File: src/rtl/imem_loader_if.sv
// Byte-stream input and instruction-memory write port of the program loader.
// The loader sits on the slave side; the byte source / memory sit on the master side.
interface imem_loader_if #(
  parameter int ADDR_W = 8
);
  logic              byte_valid;
  logic [7:0]        byte_data;
  logic              byte_ready;
  logic              imem_we;
  logic [ADDR_W-1:0] imem_addr;
  logic [31:0]       imem_wdata;

  modport master (
    output byte_valid, byte_data,
    input  byte_ready, imem_we, imem_addr, imem_wdata
  );

  modport slave (
    input  byte_valid, byte_data,
    output byte_ready, imem_we, imem_addr, imem_wdata
  );
endinterface

File: src/rtl/imem_loader.sv
// Fills instruction memory from a big-endian byte stream, verifies a trailing XOR
// checksum, and holds the processor in reset until a load completes cleanly.
module imem_loader #(
  parameter int ADDR_W = 8
) (
  input  logic            clk,
  input  logic            reset,
  input  logic            start,
  input  logic [ADDR_W:0] word_count,
  imem_loader_if.slave    bus,
  output logic            cpu_hold,
  output logic            busy,
  output logic            done,
  output logic            error
);
  typedef enum logic [2:0] {IDLE, RECV, WRITE, CHECK, DONE, ERR} state_t;

  state_t            state, state_n;
  logic [1:0]        byte_idx, byte_idx_n;
  logic [ADDR_W:0]   word_cnt, word_cnt_n, count_q, count_n, word_cnt_inc;
  logic [7:0]        checksum, checksum_n;
  logic [23:0]       word_buf, word_buf_n;
  logic [ADDR_W-1:0] imem_addr_n;
  logic [31:0]       imem_wdata_n;
  logic              byte_ready_n, imem_we_n, cpu_hold_n, busy_n, done_n, error_n;
  logic              xfer, count_bad;

  assign xfer         = bus.byte_valid && bus.byte_ready;
  // Legal counts are 1 .. 2^ADDR_W; anything above that has the MSB set plus another bit.
  assign count_bad    = (word_count == '0) || (word_count[ADDR_W] && (|word_count[ADDR_W-1:0]));
  assign word_cnt_inc = word_cnt + (ADDR_W+1)'(1);

  always_comb begin
    state_n      = state;
    byte_idx_n   = byte_idx;
    word_cnt_n   = word_cnt;
    count_n      = count_q;
    checksum_n   = checksum;
    word_buf_n   = word_buf;
    imem_addr_n  = bus.imem_addr;
    imem_wdata_n = bus.imem_wdata;
    imem_we_n    = 1'b0;
    cpu_hold_n   = cpu_hold;
    busy_n       = busy;
    done_n       = done;
    error_n      = error;

    case (state)
      IDLE, DONE, ERR: begin
        if (start) begin
          done_n     = 1'b0;
          cpu_hold_n = 1'b1;
          if (count_bad) begin
            state_n = ERR;
            error_n = 1'b1;
            busy_n  = 1'b0;
          end else begin
            state_n     = RECV;
            count_n     = word_count;
            byte_idx_n  = '0;
            word_cnt_n  = '0;
            imem_addr_n = '0;
            checksum_n  = '0;
            busy_n      = 1'b1;
            error_n     = 1'b0;
          end
        end
      end

      RECV: begin
        if (xfer) begin
          checksum_n = checksum ^ bus.byte_data;
          byte_idx_n = byte_idx + 2'd1;
          word_buf_n = {word_buf[15:0], bus.byte_data};
          if (byte_idx == 2'd3) begin
            imem_wdata_n = {word_buf, bus.byte_data};
            imem_we_n    = 1'b1;
            state_n      = WRITE;
          end
        end
      end

      WRITE: begin
        imem_addr_n = bus.imem_addr + ADDR_W'(1);
        word_cnt_n  = word_cnt_inc;
        state_n     = (word_cnt_inc == count_q) ? CHECK : RECV;
      end

      CHECK: begin
        if (xfer) begin
          busy_n = 1'b0;
          if (bus.byte_data == checksum) begin
            state_n    = DONE;
            done_n     = 1'b1;
            cpu_hold_n = 1'b0;
          end else begin
            state_n = ERR;
            error_n = 1'b1;
          end
        end
      end

      default: state_n = IDLE;
    endcase

    byte_ready_n = (state_n == RECV) || (state_n == CHECK);
  end

  always_ff @(posedge clk or posedge reset) begin
    if (reset) begin
      state          <= IDLE;
      byte_idx       <= '0;
      word_cnt       <= '0;
      count_q        <= '0;
      checksum       <= '0;
      word_buf       <= '0;
      bus.byte_ready <= 1'b0;
      bus.imem_we    <= 1'b0;
      bus.imem_addr  <= '0;
      bus.imem_wdata <= '0;
      cpu_hold       <= 1'b1;
      busy           <= 1'b0;
      done           <= 1'b0;
      error          <= 1'b0;
    end else begin
      state          <= state_n;
      byte_idx       <= byte_idx_n;
      word_cnt       <= word_cnt_n;
      count_q        <= count_n;
      checksum       <= checksum_n;
      word_buf       <= word_buf_n;
      bus.byte_ready <= byte_ready_n;
      bus.imem_we    <= imem_we_n;
      bus.imem_addr  <= imem_addr_n;
      bus.imem_wdata <= imem_wdata_n;
      cpu_hold       <= cpu_hold_n;
      busy           <= busy_n;
      done           <= done_n;
      error          <= error_n;
    end
  end
endmodule

File: src/flat_wrapper.sv
// flat-port wrapper written by rule: the top's interface ports become plain ports
module imem_loader_flat 
#(
  parameter int ADDR_W = 8
)
  (clk, reset, start, word_count, cpu_hold, busy, done, error, bus_byte_valid, bus_byte_data, bus_byte_ready, bus_imem_we, bus_imem_addr, bus_imem_wdata);
  imem_loader_if #(.ADDR_W(ADDR_W)) bus_i ();
  input  logic clk;
  input  logic reset;
  input  logic start;
  input  logic [ADDR_W:0] word_count;
  output logic cpu_hold;
  output logic busy;
  output logic done;
  output logic error;
  input wire logic [$bits(bus_i.byte_valid)-1:0] bus_byte_valid;
  input wire logic [$bits(bus_i.byte_data)-1:0] bus_byte_data;
  output wire logic [$bits(bus_i.byte_ready)-1:0] bus_byte_ready;
  output wire logic [$bits(bus_i.imem_we)-1:0] bus_imem_we;
  output wire logic [$bits(bus_i.imem_addr)-1:0] bus_imem_addr;
  output wire logic [$bits(bus_i.imem_wdata)-1:0] bus_imem_wdata;
  assign bus_i.byte_valid = bus_byte_valid;
  assign bus_i.byte_data = bus_byte_data;
  assign bus_byte_ready = bus_i.byte_ready;
  assign bus_imem_we = bus_i.imem_we;
  assign bus_imem_addr = bus_i.imem_addr;
  assign bus_imem_wdata = bus_i.imem_wdata;
  imem_loader #(.ADDR_W(ADDR_W)) u_core (.clk(clk), .reset(reset), .start(start), .word_count(word_count), .bus(bus_i), .cpu_hold(cpu_hold), .busy(busy), .done(done), .error(error));
endmodule
File: config.mk
export PLATFORM = sky130hd
export DESIGN_NAME = imem_loader_flat
export DESIGN_NICKNAME = d
export VERILOG_FILES = /design/src/rtl/imem_loader_if.sv /design/src/rtl/imem_loader.sv /design/src/flat_wrapper.sv
export SDC_FILE = /design/constraint.sdc
export NUM_CORES = 1
export LEC_CHECK = 0
export ABC_AREA = 1
export CAP_MARGIN = 5
export CORE_MARGIN = 5
export CORE_UTILIZATION = 40
export CTS_CLUSTER_SIZE = 28
export DETAILED_ROUTE_END_ITERATION = 7
export SYNTH_ARGS = -nofsm -noshare
export SYNTH_HDL_FRONTEND = slang
export SYNTH_SLANG_ARGS = --single-unit
export TNS_END_PERCENT = 10
File: constraint.sdc
create_clock -name clk -period 3.45 [get_ports clk]
set_input_delay 0.69 -clock clk [delete_from_list [all_inputs] [get_ports clk]]
set_output_delay 0.69 -clock clk [all_outputs]
set_load 0.02 [all_outputs]
==> metrics.md <==
| Metric | Value |
|---|---|
| Synthesized area | `4680 um^2` |
| Crit. End Element | `register` |
| Avg Inst Size Synth | `8.60 um^2` |
| Status | `finished, final reports clean` |
| Critical Path RT | `3.73 ns` |
| Avg WL per Cell | `13.4 um` |
| FFs w/ async S/R, synth | `1.00` |
| Min cycle time layout | `2.31 ns` |
| Worst setup SP type | `primary input` |
| Post-Route WL | `10.1 mm` |
| Cells after Synth | `545` |
| Dpl hpwl | `7.21 mm` |
| Slowest stage delay, CP | `0.40 ns` |
| Top FF cell, synth | `dfrtp_1` |
| Register Area | `2530 um^2` |
| Crit share post-route | `0.671` |
| Cell area power density | `654 nW/um^2` |
| DRC violations left | `0` |
| FILL cells | `1064` |
| Initial drt markers | `186` |
| Clock sink total | `101` |
| Clock Path Buffers | `2` |
| Global-route usage over all layers | `0.153` |
| Lkg Pwr | `2.73 nW` |
| Unrepaired setup endpoints after global routing | `false` |
| Core Util, Final | `0.501` |
| Post-synthesis simple-gate area fraction | `0.247` |
| Mux cell area share after synthesis | `0` |
| Share of layout cells above drive strength 1 | `0.0917` |
| Root Driver | `clkbuf_16` |
| Post-synthesis compound-gate area fraction | `0.103` |
| Post-DR vias/cell | `4.80` |
| Setup Buffers After CTS | `0` |
| Skew-Pair Late Insertion Delay | `0.34 ns` |
| Number of global-route vias before repair | `3696` |
| Rows | `39` |
| Max_slew headroom | `0.596` |
| Synth Area in XOR/XNOR | `0.0224` |
| Post-synth EDFFs | `0` |
| Post-cts sizing count | `0` |
| Yosys reg bits | `101` |
| GP Congestion | `0.806` |
| DIE AREA | `14000 um^2` |
| Post-route ant nets | `0` |
| Core area | `11500 um^2` |
| Register area share after synthesis | `0.540` |
| Die Span Y | `118 um` |
| Total negative slack | `0 ns` |
| CTS hold repair buffers | `0` |
| Class of the most critical setup path | `in2reg` |
| H-tree depth | `3` |
| Global-route wire length before repair | `17.8 mm` |
| Starting density of the core | `0.409` |
| Port Buffers | `66` |
| Final hold vios | `0` |
| Clk slew on worst S/H paths | `0.07 ns` |
| FMAX | `432 MHz` |
| Final Max Slew Viols | `0` |
| Post-synth net total | `569` |
| Worst vdd ir | `0.000365 V` |
| Die Width | `118 um` |
| Vias after detailed routing | `3621` |
| Worst R2R Setup Slack | `1.45 ns` |
| Area Overhead vs Synth | `22.5%` |
| CP arrival | `2.59 ns` |
| Post-Synth Adder-Cell Area | `0.00801` |
| Worst Hold Class | `reg2reg` |
| CP Buf/Inv Count | `3` |
| CP max-delay cell | `clkdlybuf4s50_1` |
| Delay-heaviest family, CP | `buffers and inverters` |
| IO Pins | `67` |
| GRT overflow | `0` |
| ANT cells | `0` |
| Final nets | `631` |
| Max FO, Critical Path | `24` |
| Worst slew pin tran | `0.607 ns` |
| Worst Skew | `0.00730 ns` |
| Initial antenna violation count | `0` |
| Largest family of logic cells by synthesized area | `simple AND/OR/NAND/NOR gates` |
| Max-Cap Viols | `0` |
| CP dominant cell by count | `nand2_1` |
| Ordered cell list for the critical path | `clkdlybuf4s50_1, inv_1, nand4_1, o21ai_1, nand3_2, buf_4, nand2_4, nand2_1, nand2_1` |
| Synth cell types | `31` |
| CTS Buf Count | `9` |
| DR pass1 iterations | `4` |
| Synth warnings | `0` |
| Area of the multi-input gates | `1780 um^2` |
| CTS tree | `built` |
| Largest net degree at the start of global routing | `57` |
| Setup violations, final | `0` |
[worst min-delay path, cell delays in order (launching register included)]
cell     delay [ns]
dfrtp_1        0.34
nand2_1        0.05
nand2_1        0.05
[cell type report]
cell class / count / share of cell area
Tap cell: 143 / 0.0312
Multi-Input combinational cell: 360 / 0.311
Sequential cell: 101 / 0.440
Inverter: 65 / 0.0438
Clock inverter: 6 / 0.0122
Clock buffer: 9 / 0.0392
Timing Repair Buffer: 70 / 0.122
[routing by layer]
metal / part of all wire / global-route usage / vias to the layer above
met5: 0 / 0 / -
met3: 0.034 / 0.0334 / 9
met2: 0.45 / 0.233 / 54
met4: 0.012 / 0.0459 / 0
li1: - / - / 1861
met1: 0.50 / 0.219 / 1697
[Yosys cell counts (3+ instances only)]
cell / n / area (um^2)
nand4_1: 7 / 43.8
inv_1: 60 / 225
nand2_1: 170 / 638
clkbuf_1: 5 / 18.8
o21ai_0: 41 / 205
buf_2: 6 / 30.0
ha_1: 3 / 37.5
nand3b_1: 3 / 22.5
dfrtp_1: 100 / 2500
inv_2: 3 / 11.3
nand3_1: 50 / 250
buf_6: 4 / 45.0
buf_4: 4 / 30.0
nor2_1: 25 / 93.8
xnor2_1: 10 / 87.6
a21oi_1: 3 / 15.0
o21ai_1: 13 / 65.1
o21ai_2: 21 / 184
[state kept, by name, indices dropped and copies added, names as in the netlist, 2 cells and up]
| signal | count |
|---|---|
| u_core.byte_idx | 2 |
| u_core.bus.imem_addr | 8 |
| u_core.count_q | 9 |
| u_core.bus.imem_wdata | 32 |
| u_core.checksum | 8 |
| u_core.word_buf | 24 |
| u_core.state | 3 |
| u_core.word_cnt | 9 |
[logic make-up (layout without fill, tap and decap cells)]
| logic type | count (synthesis) | count (layout) |
|---|---|---|
| buffers and inverters | 84 | 150 |
| flip-flops | 101 | 101 |
| AND/OR/NAND/NOR | 265 | 265 |
| adder cells (fa/ha/maj) | 3 | 3 |
| AO/OA/AOI/OAI | 80 | 80 |
| XOR/XNOR | 12 | 12 |
[per-stage QoR]
step	total power [mW]	instances	setup slack (ns)	cell area, um^2	hold WS (ns)
floorplan	2.38	545	0.115	4680	0.449
global placement	2.74	739	0.847	5450	0.459
detailed placement	2.77	739	0.783	5450	0.463
CTS	3.80	754	1.13	5740	0.482
global route	4.02	754	0.917	5740	0.503
finish	3.75	754	1.14	5740	0.474
[layout by cell type, fill, tap and decap left out, drive strengths merged]
cell type	synthesis	layout
a21oi	3	3
buf	14	4
bufinv	0	1
clkbuf	5	9
clkdlybuf4s50	0	66
clkinv	0	2
dfrtp	100	100
dfstp	1	1
ha	3	3
inv	65	68
nand2	171	171
nand3	52	52
nand3b	3	3
nand4	7	7
nor2	28	28
nor3	3	3
o21ai	75	75
o21bai	2	2
or2	1	1
xnor2	10	10
xor2	2	2
[path summary, 6_finish.rpt]
kind	cells after the start	from	end
max	9	word_count[4]	u_core.checksum[1]
max reg2reg	8	u_core.state[0]	u_core.checksum[1]
min in group asynchronous	2	reset	u_core.bus.imem_wdata[5]
max in group asynchronous	3	reset	u_core.word_buf[23]
min reg2reg	2	u_core.bus.imem_wdata[13]	u_core.bus.imem_wdata[13]
min	2	u_core.bus.imem_wdata[13]	u_core.bus.imem_wdata[13]
[report_power, final]
part	internal [mW]	total, mW	switching (mW)
Clock	0.566	1.02	0.454
Sequential	1.50	1.71	0.212
Combinational	0.436	1.02	0.582
Total	2.50	3.75	1.25
No activity file was read; power rests on OpenSTA's default activity.
